--- config.mk ---
export PLATFORM = sky130hd
export DESIGN_NAME = vencoder_ctrl
export DESIGN_NICKNAME = d
export VERILOG_FILES = /design/src/rtl/vencoder_ctrl.sv
export SDC_FILE = /design/constraint.sdc
export NUM_CORES = 1
export LEC_CHECK = 0
export BUFFER_PORTS_ARGS = -buffer_cell sky130_fd_sc_hd__buf_2
export CAP_MARGIN = 0
export CORE_ASPECT_RATIO = 1.1
export CORE_MARGIN = 5
export CORE_UTILIZATION = 25
export CTS_BUF_LIST = sky130_fd_sc_hd__clkbuf_4 sky130_fd_sc_hd__clkbuf_8
export DETAILED_ROUTE_END_ITERATION = 10
export HOLD_SLACK_MARGIN = 0.15
export PLACE_DENSITY = 0.5
export SLEW_MARGIN = 30
export SYNTH_ARGS = -nofsm -noshare
export SYNTH_HDL_FRONTEND = slang
export SYNTH_SLANG_ARGS = --single-unit
--- constraint.sdc ---
create_clock -name clock -period 1.9 [get_ports clock]
set_clock_uncertainty 0.1 [all_clocks]
set_input_delay 0 -clock clock [delete_from_list [all_inputs] [get_ports clock]]
set_output_delay 0 -clock clock [all_outputs]
set_load 0.005 [all_outputs]
--- src/rtl/vencoder_ctrl.sv ---
// vencoder_ctrl: frame sequencer for a rate-1/2, K=3 convolutional encoder.
// Steps the encoder one payload/tail bit at a time and serialises g0/g1 onto a backpressured symbol stream.
module vencoder_ctrl #(
   parameter int FRAME_LEN = 8,
   parameter int TAIL_LEN  = 2,
   parameter int CNT_W     = $clog2(FRAME_LEN + TAIL_LEN + 1)
) (
   input  logic clock,
   input  logic reset,
   input  logic start,
   input  logic abort,
   input  logic in_valid,
   input  logic in_bit,
   output logic in_ready,
   input  logic enc_g0,
   input  logic enc_g1,
   output logic enc_bit,
   output logic enc_shift,
   output logic enc_clear,
   output logic out_valid,
   output logic out_bit,
   output logic out_last,
   input  logic out_ready,
   output logic busy,
   output logic done
);

   typedef enum logic [2:0] {
      S_IDLE   = 3'd0,
      S_CLEAR  = 3'd1,
      S_FETCH  = 3'd2,
      S_EMIT_A = 3'd3,
      S_EMIT_B = 3'd4,
      S_DONE   = 3'd5
   } state_t;

   localparam logic [CNT_W-1:0] FRAME_LEN_C = CNT_W'(FRAME_LEN);
   localparam logic [CNT_W-1:0] LAST_IDX_C  = CNT_W'(FRAME_LEN + TAIL_LEN - 1);
   localparam logic [CNT_W-1:0] CNT_ONE_C   = CNT_W'(1);

   state_t           state_q, state_d;
   logic [CNT_W-1:0] cnt_q, cnt_d;
   logic             cur_bit_q, cur_bit_d;
   logic             payload_phase_s;
   logic             last_bit_s;
   logic             abort_s;

   // Phase decodes: payload vs. tail, final coded bit, and an abort that applies only inside a frame.
   always_comb begin
      payload_phase_s = (cnt_q < FRAME_LEN_C);
      last_bit_s      = (cnt_q == LAST_IDX_C);
      abort_s         = abort && (state_q != S_IDLE);
      busy            = (state_q != S_IDLE);
   end

   // Next-state, counter and strobe decode; abort overrides every state transition.
   always_comb begin
      state_d   = state_q;
      cnt_d     = cnt_q;
      cur_bit_d = cur_bit_q;
      in_ready  = 1'b0;
      enc_bit   = 1'b0;
      enc_shift = 1'b0;
      enc_clear = 1'b0;
      out_valid = 1'b0;
      out_bit   = 1'b0;
      out_last  = 1'b0;
      done      = 1'b0;
      if (abort_s) begin
         state_d   = S_IDLE;
         cnt_d     = {CNT_W{1'b0}};
         cur_bit_d = 1'b0;
         enc_clear = 1'b1;
      end else begin
         case (state_q)
            S_IDLE: begin
               if (start) begin
                  state_d = S_CLEAR;
               end else begin
                  state_d = S_IDLE;
               end
            end
            S_CLEAR: begin
               enc_clear = 1'b1;
               cnt_d     = {CNT_W{1'b0}};
               state_d   = S_FETCH;
            end
            S_FETCH: begin
               if (payload_phase_s) begin
                  in_ready = 1'b1;
                  if (in_valid) begin
                     cur_bit_d = in_bit;
                     state_d   = S_EMIT_A;
                  end else begin
                     state_d   = S_FETCH;
                  end
               end else begin
                  // Tail phase flushes zeros through the encoder without a handshake.
                  cur_bit_d = 1'b0;
                  state_d   = S_EMIT_A;
               end
            end
            S_EMIT_A: begin
               out_valid = 1'b1;
               out_bit   = enc_g0;
               enc_bit   = cur_bit_q;
               if (out_ready) begin
                  state_d = S_EMIT_B;
               end else begin
                  state_d = S_EMIT_A;
               end
            end
            S_EMIT_B: begin
               out_valid = 1'b1;
               out_bit   = enc_g1;
               enc_bit   = cur_bit_q;
               out_last  = last_bit_s;
               if (out_ready) begin
                  // g1 has just been consumed, so the encoder may now advance.
                  enc_shift = 1'b1;
                  cnt_d     = cnt_q + CNT_ONE_C;
                  if (last_bit_s) begin
                     state_d = S_DONE;
                  end else begin
                     state_d = S_FETCH;
                  end
               end else begin
                  state_d = S_EMIT_B;
               end
            end
            S_DONE: begin
               done    = 1'b1;
               state_d = S_IDLE;
            end
            default: begin
               state_d   = S_IDLE;
               cnt_d     = {CNT_W{1'b0}};
               cur_bit_d = 1'b0;
            end
         endcase
      end
   end

   // State, bit counter and the bit currently presented to the encoder.
   always_ff @(posedge clock or negedge reset) begin
      if (!reset) begin
         state_q   <= S_IDLE;
         cnt_q     <= {CNT_W{1'b0}};
         cur_bit_q <= 1'b0;
      end else begin
         state_q   <= state_d;
         cnt_q     <= cnt_d;
         cur_bit_q <= cur_bit_d;
      end
   end

endmodule

==> results.toml, run 1 <==
[worst_setup_path]
worst-r2r-cell-count = 3
r2r-start = "state_q[1]"
crit_arrival_ns = 1.57
end_kind = "output pin"
critPathCapture = "enc_bit"
startpoint = "state_q[0]"
worstPathRequired_ns = 1.80
critPathMaxStageDelay_ns = 0.50
ff2ff_setup_slack_ns = 0.25
crit_type = "reg2out"
crit_slowest_cell = "dfrtp_1"
crit_cells = 5
critPathTopFamily = "simple AND/OR/NAND/NOR gates"
start_kind = "flop"
cp_max_fo = 12
cp.buffers_inverters = 1
crit_chain = "nor2_2 > and2_1 > nor2_1 > nor3_1 > buf_2"
r2r-end = "cnt_q[1]"

[placed_design]
place_congestion = 0.7367
hpwl_um = 1063
io_buffers = 17

[run]
cap_violations = 0

[route]
drtAntennaViolNets = 0
avgViaCountPerCell = 4.613
post_drt_wl_per_cell_um = 11.25
vias = 572
drc = 0
drtPass1Iterations = 4
first_iter_violations = 14
drt-total-wl_um = 1395

[synthesis]
yosysSeqAreaShare_pct = 32.06
synth_edf_count = 0
synth.distinct_cells = 40
yosys.area.top_type = "dfrtp_1"
synth_top_cell_area_share_pct = 32.06
synthTopCellsByArea = "dfrtp_1, nor2_1, ha_1, inv_1, o211a_4"
yosys_warnings = 0
synth_fp_nets = 82
syn_area_um2 = 624.3
synthCells = 71
syn_area_per_cell_um2 = 8.794
synthArstFlopShare_pct = 100.0
ys.flop_type = "dfrtp_1"
ys_ff_latch = 8

[sta]
max_slew_margin_pct = 72.52
rsz0062_at_grt = "false"
setup_viol = 0
period_minus_slack_ns = 1.672
drv_slew = 0
hold_violations = 0
fin_crit_sh_pct = 87.99
tightest_slew_ns = 0.4018
timing.setup.tns_ns = 0
fmax_mhz = 598.1

[floorplanning]
core-area_um2 = 2449
die_area_um2 = 3598
ioPinCount = 18
die_h_um = 62.42
start_util_pct = 25.50
die_w_um = 57.65
rows = 19

[clock_network]
clkLatencyLatePin_ns = 0.24
cts_tree = "yes"
clock-sinks = 8
cts_resized = 0
cts_max_level = 1
ctsLongestPathBuffers = 2
cts_buffers = 3
path_clk_slew_ns = 0.05
cts_root_buf = "clkbuf_4"

[layout]
drive_gt1_share_pct = 33.33
finalNetCount = 106
area_growth_pct = 28.06
final_util_pct = 32.65
n_antenna_cell = 0
n_fill_cell = 243

[run_status]
status = "finished clean"

[hold_path]
hold_class = "in2reg"

[global_routing]
grt_max_degree = 13
gr-total-overflow = 0
grt_use_total_pct = 7.850
grt_pass1_wl_um = 2332
grt_pass1_vias = 538
antenna_found_initial = 0

[power]
pwr_density_cell_nw_per_um2 = 981.0
p_leak_nw = 0.3731
vdd_drop_max_uv = 577.0
total_power_w = 0.0007843
-- Yosys cell counts, drive strengths merged, types with 2 or more instances --
| cell | n |
|---|---|
| nand2 | 4 |
| a22oi | 2 |
| mux2 | 2 |
| ha | 2 |
| buf | 4 |
| o21ai | 2 |
| nor2 | 15 |
| inv | 5 |
| dfrtp | 8 |
| nand3 | 2 |
| and3b | 2 |
| nor3 | 2 |
-- worst reg2reg max path, stage by stage (launching register included) --
cell and delay (ns):
dfrtp_1 0.54, or3b_4 0.44, o211a_4 0.17, mux2_4 0.29
-- state kept, by name (all words and copies together) (netlist names) --
signal / count
cnt_q: 4
cur_bit_q: 1
state_q: 3
-- layout by cell type, fill, tap and decap left out, drive strengths merged --
cell | Yosys | layout
mux2i | 1 | 1
nor4 | 1 | 1
a2111oi | 1 | 1
a211oi | 1 | 1
and3b | 2 | 2
and3 | 1 | 1
o211a | 1 | 1
buf | 4 | 17
o32ai | 1 | 1
nand2 | 4 | 4
nor3 | 2 | 2
a41oi | 1 | 1
mux2 | 2 | 2
a31oi | 1 | 1
nand3b | 1 | 1
a31o | 1 | 1
a22oi | 2 | 2
a21oi | 1 | 1
o21a | 1 | 1
ha | 2 | 2
dlygate4sd3 | 0 | 6
inv | 5 | 5
a32oi | 1 | 1
and2 | 1 | 1
clkbuf | 0 | 3
maj3 | 1 | 1
a21o | 1 | 1
and2b | 1 | 1
or3 | 1 | 1
nand2b | 1 | 1
dfrtp | 8 | 8
or3b | 1 | 1
o21ai | 2 | 2
nand3 | 2 | 2
nor2 | 15 | 15
-- worst min-delay path by stage --
stage	depth (start not counted)	from	slack, ns	end
finish	5	start	0.21	state_q[0]
global route	4	enc_g0	0.30	out_bit
CTS	5	start	0.22	state_q[0]
detailed placement	1	reset	-0.25	cnt_q[0]
global placement	1	reset	-0.25	cnt_q[0]
floorplan	0	reset	-0.40	cnt_q[0]
-- kinds of logic after synthesis --
| group | count (synthesis) | synth area share [%] |
|---|---|---|
| AOI/OAI and AO/OA | 15 | 19.84 |
| adders and majority gates | 3 | 5.611 |
| buffers and inverters | 9 | 8.015 |
| DFF | 8 | 32.06 |
| muxes | 3 | 5.811 |
| and+or+nand+nor | 33 | 28.66 |
-- stage by stage --
stage / hold WS, ns / area [µm²] / instances / worst slack [ns]
2_1_floorplan: -0.3956 / 624.3 / 71 / 0.4482
3_3_place_gp: -0.2490 / 716.9 / 115 / 0.2741
3_5_place_dp: -0.2525 / 716.9 / 115 / 0.2597
4_1_cts: 0.2156 / 799.5 / 124 / 0.2276
5_1_grt: 0.2955 / 799.5 / 124 / 0.1046
6_report: 0.2143 / 799.5 / 124 / 0.2281
-- timing repair --
item                                    CTS  global route
setup buffers                             0             0
endpoints found under the setup margin    0             0
endpoints found under the hold margin    13             0
hold buffers                              6             0
-- routing by layer --
layer	vias to the layer above	GRT usage (%)	share of wire [%]
li1	296	-	-
met1	257	10.94	50
met2	19	11.16	40
met3	0	3.926	10
met4	0	0.8696	0
met5	-	0	0
-- final cells by class --
class,count,area (µm²),share of cell area [%]
Sequential cell,8,200.2,25.04
Timing Repair Buffer,23,145.1,18.15
Multi-Input combinational cell,54,374.1,46.79
Tap cell,31,38.79,4.851
Inverter,5,18.77,2.347
Clock buffer,3,22.52,2.817
-- power by group --
| group | internal [W] | switching (W) | total (W) |
|---|---|---|---|
| Combinational | 0.000189 | 0.000176 | 0.000364 |
| Sequential | 0.000210 | 0.0000870 | 0.000297 |
| Clock | 0.0000718 | 0.0000514 | 0.000123 |
(Power assumes the default switching activity.)
==> inputs of run 2 (changes only) <==
- CORE_AREA: not set -> 5 5 42 44
- CORE_ASPECT_RATIO: 1.1 -> not set
- CORE_MARGIN: 5 -> not set
- CORE_UTILIZATION: 25 -> not set
- DIE_AREA: not set -> 0 0 47 49
- PLACE_DENSITY: 0.5 -> 0.79
==> run 2 against run 1 <==
Effect of this change:
- clock power decreased by 3%
- worst setup slack improved by 0.041 ns
- critical endpoint unchanged
- via count increased by 6.1%
==> results.toml, run 2 (synthesized netlist as in run 1, its figures left out) <==
[global_routing]
grt_pass1_vias = 522
grt_use_total_pct = 12.23
gr-total-overflow = 0
antenna_found_initial = 0
grt_max_degree = 13
grt_pass1_wl_um = 2104

[worst_setup_path]
cp_max_fo = 10
start_kind = "flop"
worstPathRequired_ns = 1.80
startpoint = "state_q[1]"
crit_type = "reg2out"
crit_arrival_ns = 1.53
r2r-start = "state_q[2]"
end_kind = "output pin"

[sta]
whs_ns = 0.2133
period_minus_slack_ns = 1.631
tightest_slew_ns = 0.4041
fmax_mhz = 613.1
setup_viol = 0
drv_slew = 0
fin_crit_sh_pct = 85.84
rsz0062_at_grt = "false"
max_slew_margin_pct = 72.36
hold_violations = 0
timing.setup.tns_ns = 0

[layout]
finalInstanceArea_um2 = 795.8
final_common_cell = "buf_2"
n_antenna_cell = 0
stdcell_count = 111
largest_reg_flops = 4
regMostFlops = "cnt_q"
largestRegisters = "cnt_q x4, state_q x3, cur_bit_q x1"
n_fill_cell = 130
ff_latch_area_um2 = 200.2
finalNetCount = 108
multi_input_comb_area_um2 = 374.1
area_growth_pct = 27.45
final_cell_mix = "buf_2, nor2_1, dfrtp_1"
drive_gt1_share_pct = 34.74

[route]
first_iter_violations = 10
drt-total-wl_um = 1323
drtPass1Iterations = 4
post_drt_wl_per_cell_um = 11.92
vias = 607
drc = 0
drtAntennaViolNets = 0
avgViaCountPerCell = 5.468

[clock_network]
cts_root_buf = "clkbuf_4"
cts_max_level = 1
clock-sinks = 8
cts_tree = "yes"
ctsLongestPathBuffers = 2
clkLatencyLatePin_ns = 0.24
cts_buffers = 3
post_cts_buffers = 0
path_clk_slew_ns = 0.05

[power]
p_leak_nw = 0.3832
total_power_w = 0.0008075
pwr_density_cell_nw_per_um2 = 1015
vdd_drop_max_uv = 733.4

[placed_design]
dpl_cell_area_um2 = 713.2
hpwl_um = 1071
place_congestion = 0.7976
dp.cells = 102
io_buffers = 17

[floorplanning]
core-area_um2 = 1401
rows = 14
die_area_um2 = 2303
die_w_um = 47
start_util_pct = 44.55
die_h_um = 49
ioPinCount = 18

[run]
cap_violations = 0

[hold_path]
hold_class = "in2out"
worstHoldStart = "enc_g0"

[run_status]
status = "finished clean"
==> run 2: changes by cell type in the layout (fill, tap and decap cells not counted) <==
cell   previous run  this run
buf_4             0         2
==> run 2: worst max-delay path: stages (launching register included) <==
cell	delay, ns
dfrtp_1	0.38
buf_4	0.17
nor2_2	0.16
and2_1	0.22
nor2_1	0.09
nor3_1	0.12
buf_2	0.14
==> run 2: report_power, final <==
group	switching (W)	internal (W)	leakage [nW]
registers	0.0000567	0.000211	0.108
logic	0.000209	0.000212	0.261
clock network	0.0000477	0.0000716	0.0138
==> run 2: layout make-up <==
| type | count | share of cell area, % |
|---|---|---|
| Clock buffer | 3 | 2.830 |
| Timing Repair Buffer | 25 | 20.13 |
| Multi-Input combinational cell | 54 | 47.01 |
| Sequential cell | 8 | 25.16 |
| Inverter | 5 | 2.358 |
| Tap cell | 16 | 2.516 |
==> run 2: final timing paths <==
path,to,slack (ns),cells past startpoint
setup / recovery,enc_bit,0.27,6
hold / removal,out_bit,0.21,4
setup reg to reg,cnt_q[1],0.29,3
hold reg to reg,cur_bit_q,0.43,2
max in group asynchronous,cnt_q[2],0.83,3
min in group asynchronous,cur_bit_q,0.62,3
==> run 2: stage by stage <==
stage | setup slack [ns] | utilization, %
6_report | 0.2691 | 56.79
5_1_grt | 0.1701 | 56.79
4_1_cts | 0.2654 | 56.79
3_5_place_dp | 0.3059 | 50.89
3_3_place_gp | 0.3208 | 50.89
2_1_floorplan | 0.4482 | -
==> run 2: metal layers <==
| layer | track usage [%] | vias to the layer above | share of wire (%) |
|---|---|---|---|
| met4 | 0 | 0 | 0 |
| li1 | - | 303 | - |
| met2 | 19.68 | 28 | 47 |
| met1 | 15.65 | 276 | 41 |
| met3 | 5.904 | 0 | 12 |
| met5 | 0 | - | 0 |
==> run 2: timing repair <==
item	in CTS	in global routing
hold buffers	6	0
gates resized for setup	0	0
endpoints found under the hold margin	13	0
==> inputs of run 3 (changes only) <==
- REMOVE_ABC_BUFFERS: not set -> 1
==> run 3 against run 2 <==
Effect of this change:
- register-to-register slack worse by 0.05 ns
- non-clock buffer count down 2
- wire length up 7.6%
- global-route usage up 0.82 points
- clock power up 10%
- first-iteration DRC count up 50%
- worst hold slack better by 0.0014 ns
- fmax down 2.4%
- core utilization down 1.1 points
- final cell count down 1.8%
- clock-buffer cell count unchanged
- largest cell class unchanged
==> results.toml, run 3 (synthesized netlist as in run 1, its figures left out) <==
[clock_network]
path_clk_slew_ns = 0.05
cts_tree = "yes"
cts_buffers = 3
cts_resized = 0
clock-sinks = 8
ctsLongestPathBuffers = 2
cts_root_buf = "clkbuf_4"
hold_buffers = 6
post_cts_buffers = 0
cts_max_level = 1
clkLatencyLatePin_ns = 0.26

[hold_path]
min_to = "state_q[0]"
worstHoldStart = "start"
hold_class = "in2reg"
holdPathStages = 5

[route]
vias = 601
avgViaCountPerCell = 5.514
drc = 0
drt-total-wl_um = 1423
first_iter_violations = 15
drtPass1Iterations = 4
post_drt_wl_per_cell_um = 13.06
drtAntennaViolNets = 0

[floorplanning]
core-area_um2 = 1401
die_h_um = 49
die_area_um2 = 2303
ioPinCount = 18
die_w_um = 47
rows = 14
start_util_pct = 44.55

[placed_design]
io_buffers = 17
place_congestion = 0.8030
hpwl_um = 1033
dp.cells = 100

[sta]
rsz0062_at_grt = "false"
drv_slew = 0
max_slew_margin_pct = 73.82
period_minus_slack_ns = 1.671
setup_viol = 0
timing.setup.tns_ns = 0
fmax_mhz = 598.3
tightest_slew_ns = 0.3827
whs_ns = 0.2147
hold_violations = 0
fin_crit_sh_pct = 87.97

[worst_setup_path]
worstPathRequired_ns = 1.80
cp_max_fo = 12
start_kind = "flop"
crit_type = "reg2out"
worst-r2r-cell-count = 3
ff2ff_setup_slack_ns = 0.24
r2r-end = "cnt_q[1]"
r2r-start = "state_q[1]"
crit_arrival_ns = 1.57
end_kind = "output pin"

[power]
vdd_drop_max_uv = 544.5
p_comb_share_pct = 46.0
power.share.switching_pct = 40.54
p_leak_nw = 0.3731
pwr_density_cell_nw_per_um2 = 1016
p_int_w = 0.0004715
pwr-share-seq_pct = 37.5
p_sw_w = 0.0003215
clock_power_share_pct = 16.5

[layout]
largest_reg_flops = 4
regMostFlops = "cnt_q"
area_growth_pct = 25.05
final_common_cell = "buf_2"
final_cell_mix = "buf_2, nor2_1, dfrtp_1"
largestRegisters = "cnt_q x4, state_q x3, cur_bit_q x1"
finalNetCount = 106
stdcell_count = 109
drive_gt1_share_pct = 33.33
n_antenna_cell = 0

[run]
cap_violations = 0

[run_status]
status = "finished clean"

[global_routing]
grt_use_total_pct = 13.05
grt_max_degree = 13
grt_pass1_vias = 531
gr-total-overflow = 0
grt_pass1_wl_um = 2187
antenna_found_initial = 0
## run 3: cell count changes in the layout (fill, tap and decap cells not counted)
cell,change
buf_4,-2
## run 3: worst max-delay path, cell delays in order, from the launching register on
cell	delay (ns)
dfrtp_1	0.51
nor2_2	0.24
and2_1	0.23
nor2_1	0.08
nor3_1	0.12
buf_2	0.13
## run 3: cell type report
type,count,area (µm²)
fill,124,620.6
clock buffer,3,22.52
inverter,5,18.77
multi-input combinational,54,374.1
sequential,8,200.2
timing repair buffer,23,145.1
tap,16,20.02
## run 3: routing by layer
layer / GRT usage [%] / wire length [µm]
met2: 18.55 / 603
met4: 8.295 / 29
met3: 4.428 / 155
met5: 0 / 0
met1: 16.18 / 635
## run 3: through the flow
step | utilization [%] | instance area, µm² | worst slack [ns] | power, W
after global placement | 49.82 | 698.2 | 0.2842 | 0.0006424
after detailed placement | 49.82 | 698.2 | 0.2399 | 0.0006536
after CTS | 55.71 | 780.7 | 0.2322 | 0.0008009
after global routing | 55.71 | 780.7 | 0.1334 | 0.0008520
final | 55.71 | 780.7 | 0.2286 | 0.0007930
after floorplan | - | 593.1 | 0.3317 | 0.0005413
## run 3: worst max path at each step
stage,start,endpoint,slack [ns]
after floorplan,state_q[1],cnt_q[1],0.33
after global placement,state_q[1],cnt_q[1],0.28
after detailed placement,state_q[1],cnt_q[1],0.24
after CTS,state_q[0],enc_bit,0.23
after global routing,state_q[0],enc_bit,0.13
final,state_q[0],enc_bit,0.23
## run 3: power groups by stage
stage	clock, W	sequential [W]	combinational (W)
floorplan	0	0.000280	0.000261
global placement	0	0.000292	0.000350
detailed placement	0	0.000298	0.000356
CTS	0.000138	0.000295	0.000368
global route	0.000148	0.000305	0.000399
finish	0.000131	0.000297	0.000365
